### src/rtl/ahbl_uart_tx.sv
// AHB-Lite slave UART transmitter: DATA/STATUS/CTRL/BAUDDIV registers, TX FIFO and 8N1 serializer.
// Zero-wait-state slave; writes commit on the data-phase clock edge.
module ahbl_uart_tx #(
  parameter int unsigned FIFO_DEPTH  = 8,
  parameter int unsigned DEFAULT_DIV = 624
) (
  input  logic        HCLK,
  input  logic        HRESETn,
  input  logic        HSEL,
  input  logic [31:0] HADDR,
  input  logic [1:0]  HTRANS,
  input  logic [2:0]  HSIZE,
  input  logic        HWRITE,
  input  logic        HREADY,
  input  logic [31:0] HWDATA,
  output logic        HREADYOUT,
  output logic [31:0] HRDATA,
  output logic        tx,
  output logic        irq
);

  localparam int unsigned AW = $clog2(FIFO_DEPTH);
  localparam int unsigned LW = AW + 1;

  typedef enum logic [1:0] {StIdle, StStart, StData, StStop} state_e;

  // Address-phase capture
  logic       r_valid;
  logic       r_write;
  logic [1:0] r_addr;

  // Control/status registers
  logic        r_en;
  logic        r_ovr;
  logic [15:0] r_baud;

  // FIFO
  logic [7:0]    r_mem [FIFO_DEPTH];
  logic [AW-1:0] r_wptr;
  logic [AW-1:0] r_rptr;
  logic [LW-1:0] r_level;

  // Serializer
  state_e      r_state;
  logic [7:0]  r_shift;
  logic [2:0]  r_bitidx;
  logic [15:0] r_cnt;
  logic [15:0] r_div;
  logic        r_tx;

  state_e      w_state_d;
  logic [7:0]  w_shift_d;
  logic [2:0]  w_bitidx_d;
  logic [15:0] w_cnt_d;
  logic [15:0] w_div_d;
  logic        w_tx_d;
  logic        w_pop;
  logic        w_tick;

  logic w_wr;
  logic w_rd;
  logic w_push;
  logic w_push_ok;
  logic w_ovf;
  logic w_ovr_clr;
  logic w_full;
  logic w_empty;
  logic w_busy;
  logic [7:0] w_level8;
  logic w_unused;

  assign w_unused = ^{HSIZE, HADDR[31:4], HADDR[1:0], HWDATA[31:16]};

  assign HREADYOUT = 1'b1;

  always_ff @(posedge HCLK or negedge HRESETn) begin
    if (!HRESETn) begin
      r_valid <= 1'b0;
      r_write <= 1'b0;
      r_addr  <= 2'd0;
    end else begin
      r_valid <= HSEL & HREADY & HTRANS[1];
      if (HSEL & HREADY & HTRANS[1]) begin
        r_write <= HWRITE;
        r_addr  <= HADDR[3:2];
      end
    end
  end

  assign w_wr      = r_valid & r_write;
  assign w_rd      = r_valid & ~r_write;
  assign w_push    = w_wr & (r_addr == 2'd0);
  assign w_ovr_clr = w_wr & (r_addr == 2'd1) & HWDATA[3];

  assign w_full    = (r_level == LW'(FIFO_DEPTH));
  assign w_empty   = (r_level == '0);
  assign w_busy    = (r_state != StIdle);
  assign w_level8  = 8'(r_level);

  // A pop on the same edge frees the slot, so a push into a full FIFO still lands.
  assign w_push_ok = w_push & (~w_full | w_pop);
  assign w_ovf     = w_push & w_full & ~w_pop;

  always_ff @(posedge HCLK or negedge HRESETn) begin
    if (!HRESETn) begin
      r_en   <= 1'b0;
      r_ovr  <= 1'b0;
      r_baud <= 16'(DEFAULT_DIV);
    end else begin
      if (w_wr && r_addr == 2'd2) r_en <= HWDATA[0];
      if (w_wr && r_addr == 2'd3) r_baud <= HWDATA[15:0];
      if (w_ovf) begin
        r_ovr <= 1'b1;
      end else if (w_ovr_clr) begin
        r_ovr <= 1'b0;
      end
    end
  end

  always_ff @(posedge HCLK) begin
    if (w_push_ok) r_mem[r_wptr] <= HWDATA[7:0];
  end

  always_ff @(posedge HCLK or negedge HRESETn) begin
    if (!HRESETn) begin
      r_wptr  <= '0;
      r_rptr  <= '0;
      r_level <= '0;
    end else begin
      if (w_push_ok) r_wptr <= r_wptr + AW'(1);
      if (w_pop)     r_rptr <= r_rptr + AW'(1);
      if (w_push_ok && !w_pop) begin
        r_level <= r_level + LW'(1);
      end else if (!w_push_ok && w_pop) begin
        r_level <= r_level - LW'(1);
      end
    end
  end

  always_ff @(posedge HCLK or negedge HRESETn) begin
    if (!HRESETn) begin
      r_state  <= StIdle;
      r_shift  <= '0;
      r_bitidx <= '0;
      r_cnt    <= '0;
      r_div    <= '0;
      r_tx     <= 1'b1;
    end else begin
      r_state  <= w_state_d;
      r_shift  <= w_shift_d;
      r_bitidx <= w_bitidx_d;
      r_cnt    <= w_cnt_d;
      r_div    <= w_div_d;
      r_tx     <= w_tx_d;
    end
  end

  // r_div holds the divider for the bit in flight; BAUDDIV is resampled only at bit boundaries.
  assign w_tick = (r_cnt == r_div);

  always_comb begin
    w_state_d  = r_state;
    w_shift_d  = r_shift;
    w_bitidx_d = r_bitidx;
    w_cnt_d    = r_cnt;
    w_div_d    = r_div;
    w_pop      = 1'b0;
    unique case (r_state)
      StIdle: begin
        if (r_en && !w_empty) begin
          w_pop     = 1'b1;
          w_shift_d = r_mem[r_rptr];
          w_cnt_d   = '0;
          w_div_d   = r_baud;
          w_state_d = StStart;
        end
      end
      StStart: begin
        if (w_tick) begin
          w_cnt_d    = '0;
          w_div_d    = r_baud;
          w_bitidx_d = 3'd0;
          w_state_d  = StData;
        end else begin
          w_cnt_d = r_cnt + 16'd1;
        end
      end
      StData: begin
        if (w_tick) begin
          w_cnt_d    = '0;
          w_div_d    = r_baud;
          w_shift_d  = {1'b0, r_shift[7:1]};
          w_bitidx_d = r_bitidx + 3'd1;
          if (r_bitidx == 3'd7) w_state_d = StStop;
        end else begin
          w_cnt_d = r_cnt + 16'd1;
        end
      end
      StStop: begin
        if (w_tick) begin
          w_cnt_d   = '0;
          w_state_d = StIdle;
        end else begin
          w_cnt_d = r_cnt + 16'd1;
        end
      end
      default: w_state_d = StIdle;
    endcase

    // Line level follows the next state so the pin is a clean register output.
    unique case (w_state_d)
      StStart: w_tx_d = 1'b0;
      StData:  w_tx_d = w_shift_d[0];
      default: w_tx_d = 1'b1;
    endcase
  end

  assign tx  = r_tx;
  assign irq = r_en & w_empty & ~w_busy;

  always_comb begin
    HRDATA = '0;
    if (w_rd) begin
      unique case (r_addr)
        2'd0: HRDATA = '0;
        2'd1: HRDATA = {16'd0, w_level8, 4'd0, r_ovr, w_busy, w_empty, w_full};
        2'd2: HRDATA = {31'd0, r_en};
        2'd3: HRDATA = {16'd0, r_baud};
        default: HRDATA = '0;
      endcase
    end
  end

endmodule

### config.mk
export PLATFORM = sky130hd
export DESIGN_NAME = ahbl_uart_tx
export DESIGN_NICKNAME = d
export VERILOG_FILES = /design/src/rtl/ahbl_uart_tx.sv
export SDC_FILE = /design/constraint.sdc
export NUM_CORES = 1
export LEC_CHECK = 0
export ABC_AREA = 1
export CORE_ASPECT_RATIO = 1.75
export CORE_MARGIN = 5
export CORE_UTILIZATION = 54
export CTS_CLUSTER_DIAMETER = 40
export DETAILED_ROUTE_END_ITERATION = 12
export GPL_ROUTABILITY_DRIVEN = 0
export GPL_TIMING_DRIVEN = 0
export PLACE_DENSITY_LB_ADDON = 0.08
export RECOVER_POWER = 50
export SLEW_MARGIN = 30
export SYNTH_ARGS = -nofsm -noshare
export SYNTH_HDL_FRONTEND = slang
export SYNTH_SLANG_ARGS = --single-unit
export TNS_END_PERCENT = 10
### constraint.sdc
create_clock -name HCLK -period 3.5 [get_ports HCLK]
set_input_delay 0.7 -clock HCLK [delete_from_list [all_inputs] [get_ports HCLK]]
set_output_delay 0.7 -clock HCLK [all_outputs]
set_load 0.05 [all_outputs]
# After elaboration in Yosys (flattened, before gate mapping)
# Memory sizes are Yosys's and may differ from the RTL's.
# Cells that the tools add are included.
classes:
  n_mux: 29
  bitwise_logic: 17
  eq_ne: 15
  add_sub_neg: 6
  reduce_logical: 22
op_table:
  columns: ["operator", "n"]
  rows:
  - ["32-bit case mux with 4 select lines", 1]
  - ["16-bit two-way mux", 4]
  - ["16-bit case mux with 2 select lines", 2]
  - ["32-bit two-way mux", 1]
  - ["16-bit by 1-bit adder with 16-bit output, second input constant", 1]
  - ["16-bit equality test", 1]
  - ["8-bit two-way mux", 2]
  - ["8-bit case mux with 2 select lines", 1]
  - ["1-bit AND", 12]
  - ["2-bit nonzero test", 6]
  - ["2-bit equality test, second input constant", 5]
  - ["2-bit two-way mux", 5]
  - ["3-bit by 1-bit adder with 3-bit output, second input constant", 3]
  - ["3-bit AND reduction", 3]
  - ["4-bit two-way mux", 2]
  - ["2-bit case mux with 4 select lines", 1]
  - ["2-bit by 1-bit equality test with 1-bit output, second input constant", 3]
  - ["1-bit two-way mux", 6]
  - ["3-bit two-way mux", 2]
  - ["2-bit != test, second input constant", 3]
  - ["3-bit case mux with 2 select lines", 1]
  - ["1-bit logical AND", 5]
  - ["4-bit by 1-bit adder with 4-bit output, second input constant", 1]
  - ["4-bit equality test, second input constant", 1]
  - ["11 further kinds", 17]
totals:
  word_cells: 106
  ramBits: 64
  out_inout_bits: 35
  inputBits: 74
  n_memories: 1
  ff_bits: 78
mem_list:
  columns: ["name", "words", "width", "rd", "rd_clocked_by_memory_dff", "write_ports", "line_no", "rtl"]
  rows:
  - ["r_mem", 8, 8, 1, 0, 1, "38", "logic [7:0] r_mem [FIFO_DEPTH];"]

# Longest topological paths before layout
# Gate-level depths: netlist (run 1).
depth:
  word_depth: 11
  ltp_mapped: 15
  ltp_nobuf: 15

# Worst setup path before layout (run 1)
# Ideal clock, no wire load.
synth_path:
  kind: "flip-flop to flip-flop"
  start: "register r_state[0]"
  end: "register r_level[3]"
  period_less_slack_ns: 2.718
  arrival_time_ns: 2.593
  t_required_ns: 3.375
  path_stages_with_launch: 16
  setup_slack_ns: 0.782
  n_path_buf: 1
  cell_sequence: "dfrtp_1 > inv_1 > ha_1 > nand2_1 > nor2_1 > clkbuf_1 > inv_1 > ha_1 > inv_1 > ha_1 > a21o_1 > a21oi_1 > nand2_1 > nand2_1 > nor2_1 > xor2_1"
synth_between:
  elab_chain_cells: 7
  word_cells_on_any_way: 10
  cone_classes: "mux (2); bitwise (2); reduce/logical (6)"
synth_rtl:
  columns: ["element", "line_no", "rtl"]
  rows:
  - ["start: declaration", "44", "state_e r_state;"]
  - ["start signal: assignment", "142", "r_state <= StIdle;"]
  - ["start signal: assignment", "149", "r_state <= w_state_d;"]
  - ["2-bit logical NOT (*)", "168", "unique case (r_state)"]
  - ["1-bit two-way mux (*)", "168", null]
  - ["1-bit OR", "101", "assign w_push_ok = w_push & (~w_full | w_pop);"]
  - ["1-bit AND", "101", null]
  - ["1-bit logical NOT", "134", "end else if (!w_push_ok && w_pop) begin"]
  - ["1-bit logical AND", "134", null]
  - ["2-bit nonzero test (no line)", null, null]
  - ["end signal: assignment", "133", "r_level <= r_level + LW'(1);"]
  - ["end signal: assignment", "135", "r_level <= r_level - LW'(1);"]
  - ["end: declaration", "41", "logic [LW-1:0] r_level;"]
# Mark *: on every way between the ends. The rest lies on a longest branch, timed or not.
# A chain may end at the register's enable or synchronous reset.

# Worst setup path in the final report (run 1)
layout_path:
  start: "register r_addr[1]"
  end: "output HRDATA[7]"
layout_between:
  elab_chain_cells: 3
  word_cells_on_any_way: 6
  cone_classes: "eq/ne (3); mux (2); reduce/logical (1)"
layout_rtl:
  columns: ["element", "line_no", "rtl"]
  rows:
  - ["start: declaration", "30", "logic [1:0] r_addr;"]
  - ["start signal: assignment", "85", "r_addr <= HADDR[3:2];"]
  - ["2-bit equality test, or another cell as far along", "224", "unique case (r_addr)"]
  - ["32-bit case mux with 4 select lines (*)", "224", null]
  - ["32-bit two-way mux (*)", "223", "if (w_rd) begin"]
  - ["end: declaration", "17", "output logic [31:0] HRDATA,"]
# Mark *: on every way between the ends. The rest lies on a longest branch, timed or not. The select of a mux whose other input is x is not followed.

==> flow_summary.toml, run 1 <==
[status]
status = "finished with violations"
violations = "capacitance limit, slew limit"

[sta]
fmax_ghz = 0.3024
fin_skew_ns = 0.008587
period_share = 0.9448
hold_viol = 0
setup_ws_ns = 0.1933
setup_viol = 0
worstMarginPinSlew_ns = 1.901
finalMaxSlewViolations = 36
rsz0062_at_grt = "false"
fin_crit_ns = 3.307
relSlewSlack = -0.2674

[cells_and_area]
diodes = 0
drive_gt1_frac = 0.09650
final_cell_mix = "162 x nand2_1, 79 x nor2_1, 77 x inv_1, 73 x dfrtp_1, 69 x o21ai_0"
fillCellCount = 1083
final_common_cell = "nand2_1"
multi_input_area_sq_mm = 0.002465
fin_nets = 904
syn_to_final_growth_pct = 18.87
ff_latch_area_sq_mm = 0.003880

[worst_setup_path]
worst_setup_path_start_kind = "flip-flop"
endpoint_kind = "primary output"
crit_buf_inv = 2
path_class = "flip-flop to primary output"
r2r_setup_slack_ns = 0.37
r2r-end = "r_level[3]"
crit_required_ns = 2.80
cp_data_arrival_time_ns = 2.61
crit_path_max_fanout = 10
slowest_stage = "clkdlybuf4s50_1"
crit_family = "buffers and inverters"
cp_cell_sequence = "clkbuf_1 > nand2_1 > nor3_1 > clkdlybuf4s50_1"
cpPeakStageDelay_ns = 0.86
rr_startpoint = "r_state[0]"
ff2ff_path_depth = 15

[clock_tree]
cts.sinks = 142
cts_tree = "done"
htreeDepth = 4
cts_root_buf = "clkbuf_16"
cts_buffer_depth = 2
clk_latency_ns = 0.41
numCtsBuffers = 17
post_cts_buffers = 0
clk_pin_slew_ns = 0.06

[yosys]
synthCells = 739
synth_simple_gate_area_frac = 0.1862
ys_async_sr_fraction = 0.5493
synthFlopType = "dfrtp_1"
synth_compound_area_frac = 0.1199
synth_edf_count = 64
avgSynthCellArea_sq_um = 9.204
synth_area_sq_mm = 0.006802
synth_cell_types = 42
ys.warnings.count = 0
synth_fa_ha_area_frac = 0.02686
synth_top_family_by_area = "simple AND/OR/NAND/NOR gates"
synth_xor_area_frac = 0.01545
synth.area.mux_share = 0.001656
ys_seq_elements = 142
synth_seq_area_share = 0.5705

[floorplan]
pin_count = 109
die_w_um = 94.84
num_rows = 54
start_util = 0.5471
dieArea_sq_mm = 0.01503
design.core.area_sq_mm = 0.01243
die_h_um = 158.5

[power_and_ir_drop]
total_power_mw = 6.145
peakVddDrop_v = 0.0005423
p_leak_nw = 3.539
power.density_mw_per_mm2 = 760.0

[global_routing]
antenna_found_initial = 0
grt_first_pass_wirelength_mm = 26.70
grt_overflow_total = 0
grt_pass1_vias = 5413
grt_usage = 0.2371
grt_max_degree = 45

[hold_path]
min_from = "r_bitidx[2]"
min_path_type = "flip-flop to flip-flop"
whs_endpoint = "r_bitidx[2]"
holdPathStages = 1

[routing]
dr_total_vias = 5313
routed_via_density = 5.329
drcViolationCount = 0
drtIter0Drc = 286
wirelength_mm = 16.73
dr.pass1.iters = 5
wl_per_cell_um = 16.78
ant_nets = 0

[placement]
portBuffers = 41
post-place-ws_ns = 0.06620
dpl.hpwl_mm = 12.67

[run]
maxCapViolCount = 1
==> power breakdown <==
group	internal, mW	switching (mW)	total (mW)
registers	2.10	0.269	2.37
clock network	0.990	0.723	1.71
logic	0.690	1.37	2.06
==> synth_stat cells, types with 5 or more instances <==
cell type    n  area share
nor2_1      78       0.043
nand3_1     29       0.021
nand4_1      7      0.0064
buf_4       17       0.019
xor2_1       9       0.012
o21ai_0     69       0.051
ha_1        13       0.024
inv_1       77       0.042
inv_2        5      0.0028
nand2_1    161       0.089
clkbuf_1    18      0.0099
dfstp_2      5       0.019
edfxtp_1    64        0.28
dfrtp_1     73        0.27
a21oi_1     23       0.017
o22ai_1      7      0.0064
o21ai_1     15       0.011
nor3_1      19       0.014
o211ai_1    14       0.015
==> sequential cells by signal, summed over array words and instances (netlist names) <==
register / flops
r_shift: 8
r_wptr: 3
r_level: 4
r_write: 1
r_div: 16
r_baud: 16
r_mem: 64
r_rptr: 3
r_cnt: 16
tx: 1
r_en: 1
r_bitidx: 3
r_state: 2
r_valid: 1
r_addr: 2
r_ovr: 1
==> how the worst max path moves through the flow <==
stage | start | end | slack, ns | depth (start not counted)
6_report | r_addr[1] | HRDATA[7] | 0.19 | 4
5_1_grt | r_addr[1] | HRDATA[7] | 0.05 | 4
4_1_cts | r_addr[1] | HRDATA[8] | 0.005 | 6
3_5_place_dp | r_state[0] | r_level[3] | 0.07 | 15
3_3_place_gp | HRESETn | r_bitidx[1] | -1.01 | 1
2_1_floorplan | r_state[0] | r_level[3] | 0.78 | 15
==> what timing repair did <==
item,in CTS,in global routing
setup endpoints to repair,1,8
hold buffers,0,0
resized for setup,1,10
==> cells by family after synthesis <==
logic type,after synthesis
flip-flops,142
buffers and inverters,122
XOR/XNOR,12
AO/OA/AOI/OAI,141
adder cells (fa/ha/maj),14
multiplexers,1
other,2
AND/OR/NAND/NOR,305
==> stage by stage <==
step	cell area, sq um	instances	hold WS, ns	util	TNS [ns]
floorplan	6858	754	0.4044	-	0
global placement	7478	963	0.4722	0.6016	-75.74
detailed placement	7533	965	0.4816	0.6060	0
CTS	8095	997	0.2494	0.6512	0
global route	8085	997	0.5311	0.6504	0
finish	8085	997	0.5062	0.6504	0
==> final cells by class <==
class | count | share of cell area
Tap cell | 168 | 0.02600
Sequential cell | 142 | 0.4799
Inverter | 83 | 0.03853
Clock buffer | 18 | 0.05308
Buffer | 39 | 0.02755
Clock inverter | 14 | 0.01656
Multi-Input combinational cell | 490 | 0.3049
Timing Repair Buffer | 43 | 0.05354
==> worst register-to-register path: stages (launching register included) <==
cell and delay (ns):
dfrtp_1 0.42, inv_1 0.16, ha_1 0.35, nand2_1 0.13, nor2_2 0.27, clkbuf_2 0.31, inv_1 0.12, ha_1 0.22
inv_1 0.11, ha_1 0.25, a21o_1 0.19, a21oi_1 0.18, nand2_1 0.07, nand2_1 0.06, nor2_1 0.04, xor2_1 0.13
==> routing by layer <==
layer,up-vias,share of wire,GRT usage
li1,2576,-,-
met1,2523,0.34,0.2355
met2,165,0.58,0.4630
met3,49,0.035,0.04066
met4,0,0.043,0.1115
met5,-,0,0
(Power assumes the default switching activity.)
==> run 2: changes to the inputs <==
--- a/config.mk
+++ b/config.mk
@@ -6,9 +6,10 @@
 export NUM_CORES = 1
 export LEC_CHECK = 0
 export ABC_AREA = 1
-export CORE_ASPECT_RATIO = 1.75
+export CELL_PAD_IN_SITES_DETAIL_PLACEMENT = 1
+export CELL_PAD_IN_SITES_GLOBAL_PLACEMENT = 2
 export CORE_MARGIN = 5
-export CORE_UTILIZATION = 54
+export CORE_UTILIZATION = 33
 export CTS_CLUSTER_DIAMETER = 40
 export DETAILED_ROUTE_END_ITERATION = 12
 export GPL_ROUTABILITY_DRIVEN = 0
==> run 2 against run 1 <==
- the run still ends with capacitance limit, slew limit left
- critical path type unchanged
- via count hardly changed
- sequential share of layout area is 0.92 points lower
- highest routed layer is now met5
- clock-buffer cell count is 1 lower
- cell count is 10% higher
- routed wire length is 17% higher
- critical path depth is 2 higher
- die area is 57% higher
- non-clock buffer count is 1 higher
- register-to-register slack better by 0.03 ns
- clock power is 7% higher
- first-iteration DRC count is 12% lower
- maximum frequency is 0.14% higher
- largest power group unchanged
==> flow_summary.toml, run 2 (synthesis gave the netlist of run 1 again) <==
[clock_tree]
htreeDepth = 4
post_cts_buffers = 0
cts_buffer_depth = 2
clk_latency_ns = 0.43
clk_pin_slew_ns = 0.07
cts_tree = "done"
numCtsBuffers = 17
cts_root_buf = "clkbuf_16"
cts.sinks = 142

[power_and_ir_drop]
swShare = 0.4059
total_power_mw = 6.329
seqPwrFrac = 0.379
p_sw_mw = 2.569
p_leak_nw = 3.471
p_int_mw = 3.760
power.density_mw_per_mm2 = 767.7
combPwrFrac = 0.332
clkPwrFrac = 0.289
peakVddDrop_v = 0.0003531

[routing]
highest_layer = "met5"
drcViolationCount = 0
dr_total_vias = 5309
drtIter0Drc = 251
wl_met2_mm = 9.579
routed_via_density = 4.826
drt-met1-wl_mm = 9.327
dr.pass1.iters = 4
wl_per_cell_um = 17.84
wirelength_mm = 19.62
ant_nets = 0
wl_met3_um = 563

[worst_setup_path]
worst_setup_path_start_kind = "flip-flop"
cp_data_arrival_time_ns = 2.60
rr_startpoint = "r_state[0]"
crit_path_max_fanout = 10
path_class = "flip-flop to primary output"
crit_required_ns = 2.80
endpoint_kind = "primary output"
cpMostUsedCell = "nand2_1"
startpoint = "r_addr[1]"
cpPeakStageDelay_ns = 0.55
cp_cell_sequence = "clkbuf_1 > nand2_1 > inv_1 > nand2_1 > a21oi_1 > clkdlybuf4s15_1"
slowest_stage = "clkdlybuf4s15_1"

[cells_and_area]
final_cell_mix = "162 x nand2_1, 78 x nor2_1, 77 x inv_1, 73 x dfrtp_1, 69 x o21ai_0"
drive_gt1_frac = 0.1024
max_flop_register = "r_mem"
diodes = 0
final_cell_area_sq_mm = 0.008244
ff_latch_area_sq_mm = 0.003880
largest_register_ffs = 64
fillCellCount = 2340
final_common_cell = "nand2_1"
multi_input_area_sq_mm = 0.002472
fin_nets = 905
syn_to_final_growth_pct = 21.21
fin_cells = 1100

[placement]
post-place-ws_ns = -0.01138
portBuffers = 41
dpl_cell_area_sq_mm = 0.007680
dpl.hpwl_mm = 14.66
place_inst = 1068

[hold_path]
min_from = "r_shift[7]"
min_path_type = "flip-flop to flip-flop"

[status]
status = "finished with violations"
violations = "capacitance limit, slew limit"

[floorplan]
pin_count = 109
die_h_um = 153.6
start_util = 0.3361
design.core.area_sq_mm = 0.02023
die_w_um = 153.6
num_rows = 52
dieArea_sq_mm = 0.02358

[sta]
relSlewSlack = -0.1695
fin_crit_ns = 3.302
hold_viol = 0
setup_ws_ns = 0.1978
fmax_ghz = 0.3028
worstMarginPinSlew_ns = 1.754
setup_viol = 0
finalMaxSlewViolations = 31
period_share = 0.9435
rsz0062_at_grt = "false"
timing.hold.ws_ns = 0.4949
fin_skew_ns = 0.01238

[global_routing]
grt_first_pass_wirelength_mm = 31.48
grt_max_degree = 50
grt_usage = 0.1710
grt_pass1_vias = 5594
antenna_found_initial = 1
grt_overflow_total = 0

[run]
maxCapViolCount = 1
-- run 2: worst max-delay path: cells and delay by family (launching register included) --
family | cells | cell delay [ns]
flip-flops | 1 | 0.33
AND/OR/NAND/NOR | 2 | 0.43
AO/OA/AOI/OAI | 1 | 0.28
buffers and inverters | 3 | 1.12
-- run 2: area by class of cell --
type | count | area share
clock buffers | 17 | 0.05160
inverters | 83 | 0.03779
flip-flops and latches | 142 | 0.4706
clock inverters | 15 | 0.02201
multi-input cells | 490 | 0.2999
plain buffers | 39 | 0.02701
repair buffers | 44 | 0.05008
well taps | 270 | 0.04098
-- run 2: timing repair --
action | in CTS | in global routing
setup endpoints to repair | 9 | 12
resized for setup | 9 | 6
pin swaps | 0 | 0
hold buffers | 0 | 0
-- run 2: per-stage QoR --
stage               TNS (ns)  utilization
finish                     0       0.4074
global route               0       0.4074
detailed placement  -0.01138       0.3795
CTS                        0       0.4091
floorplan                  0            -
global placement     -108.81       0.3759
-- run 2: layer usage --
metal / track usage / vias up
li1: - / 2583
met1: 0.2329 / 2647
met2: 0.2828 / 67
met3: 0.03710 / 10
met4: 0.03574 / 2
met5: 0 / -
-- run 2: power by group through the flow --
stage / logic [mW] / registers [mW] / clock network (mW)
after floorplan: 1.48 / 2.33 / 0
after global placement: 2.05 / 2.41 / 0
after detailed placement: 2.13 / 2.43 / 0
after CTS: 2.14 / 2.40 / 1.88
after global routing: 2.40 / 2.44 / 1.96
final: 2.10 / 2.40 / 1.83
-- run 2: path summary, 6_finish.rpt --
| check | slack (ns) | cells past startpoint | to |
|---|---|---|---|
| worst max-delay path | 0.20 | 6 | HRDATA[9] |
| worst min-delay path | 0.49 | 2 | r_shift[7] |
| worst max register to register | 0.40 | 15 | r_level[3] |
| worst min register to register | 0.49 | 2 | r_shift[7] |
| max in group asynchronous | 0.70 | 2 | r_baud[0] |
| min in group asynchronous | 0.72 | 1 | r_cnt[6] |
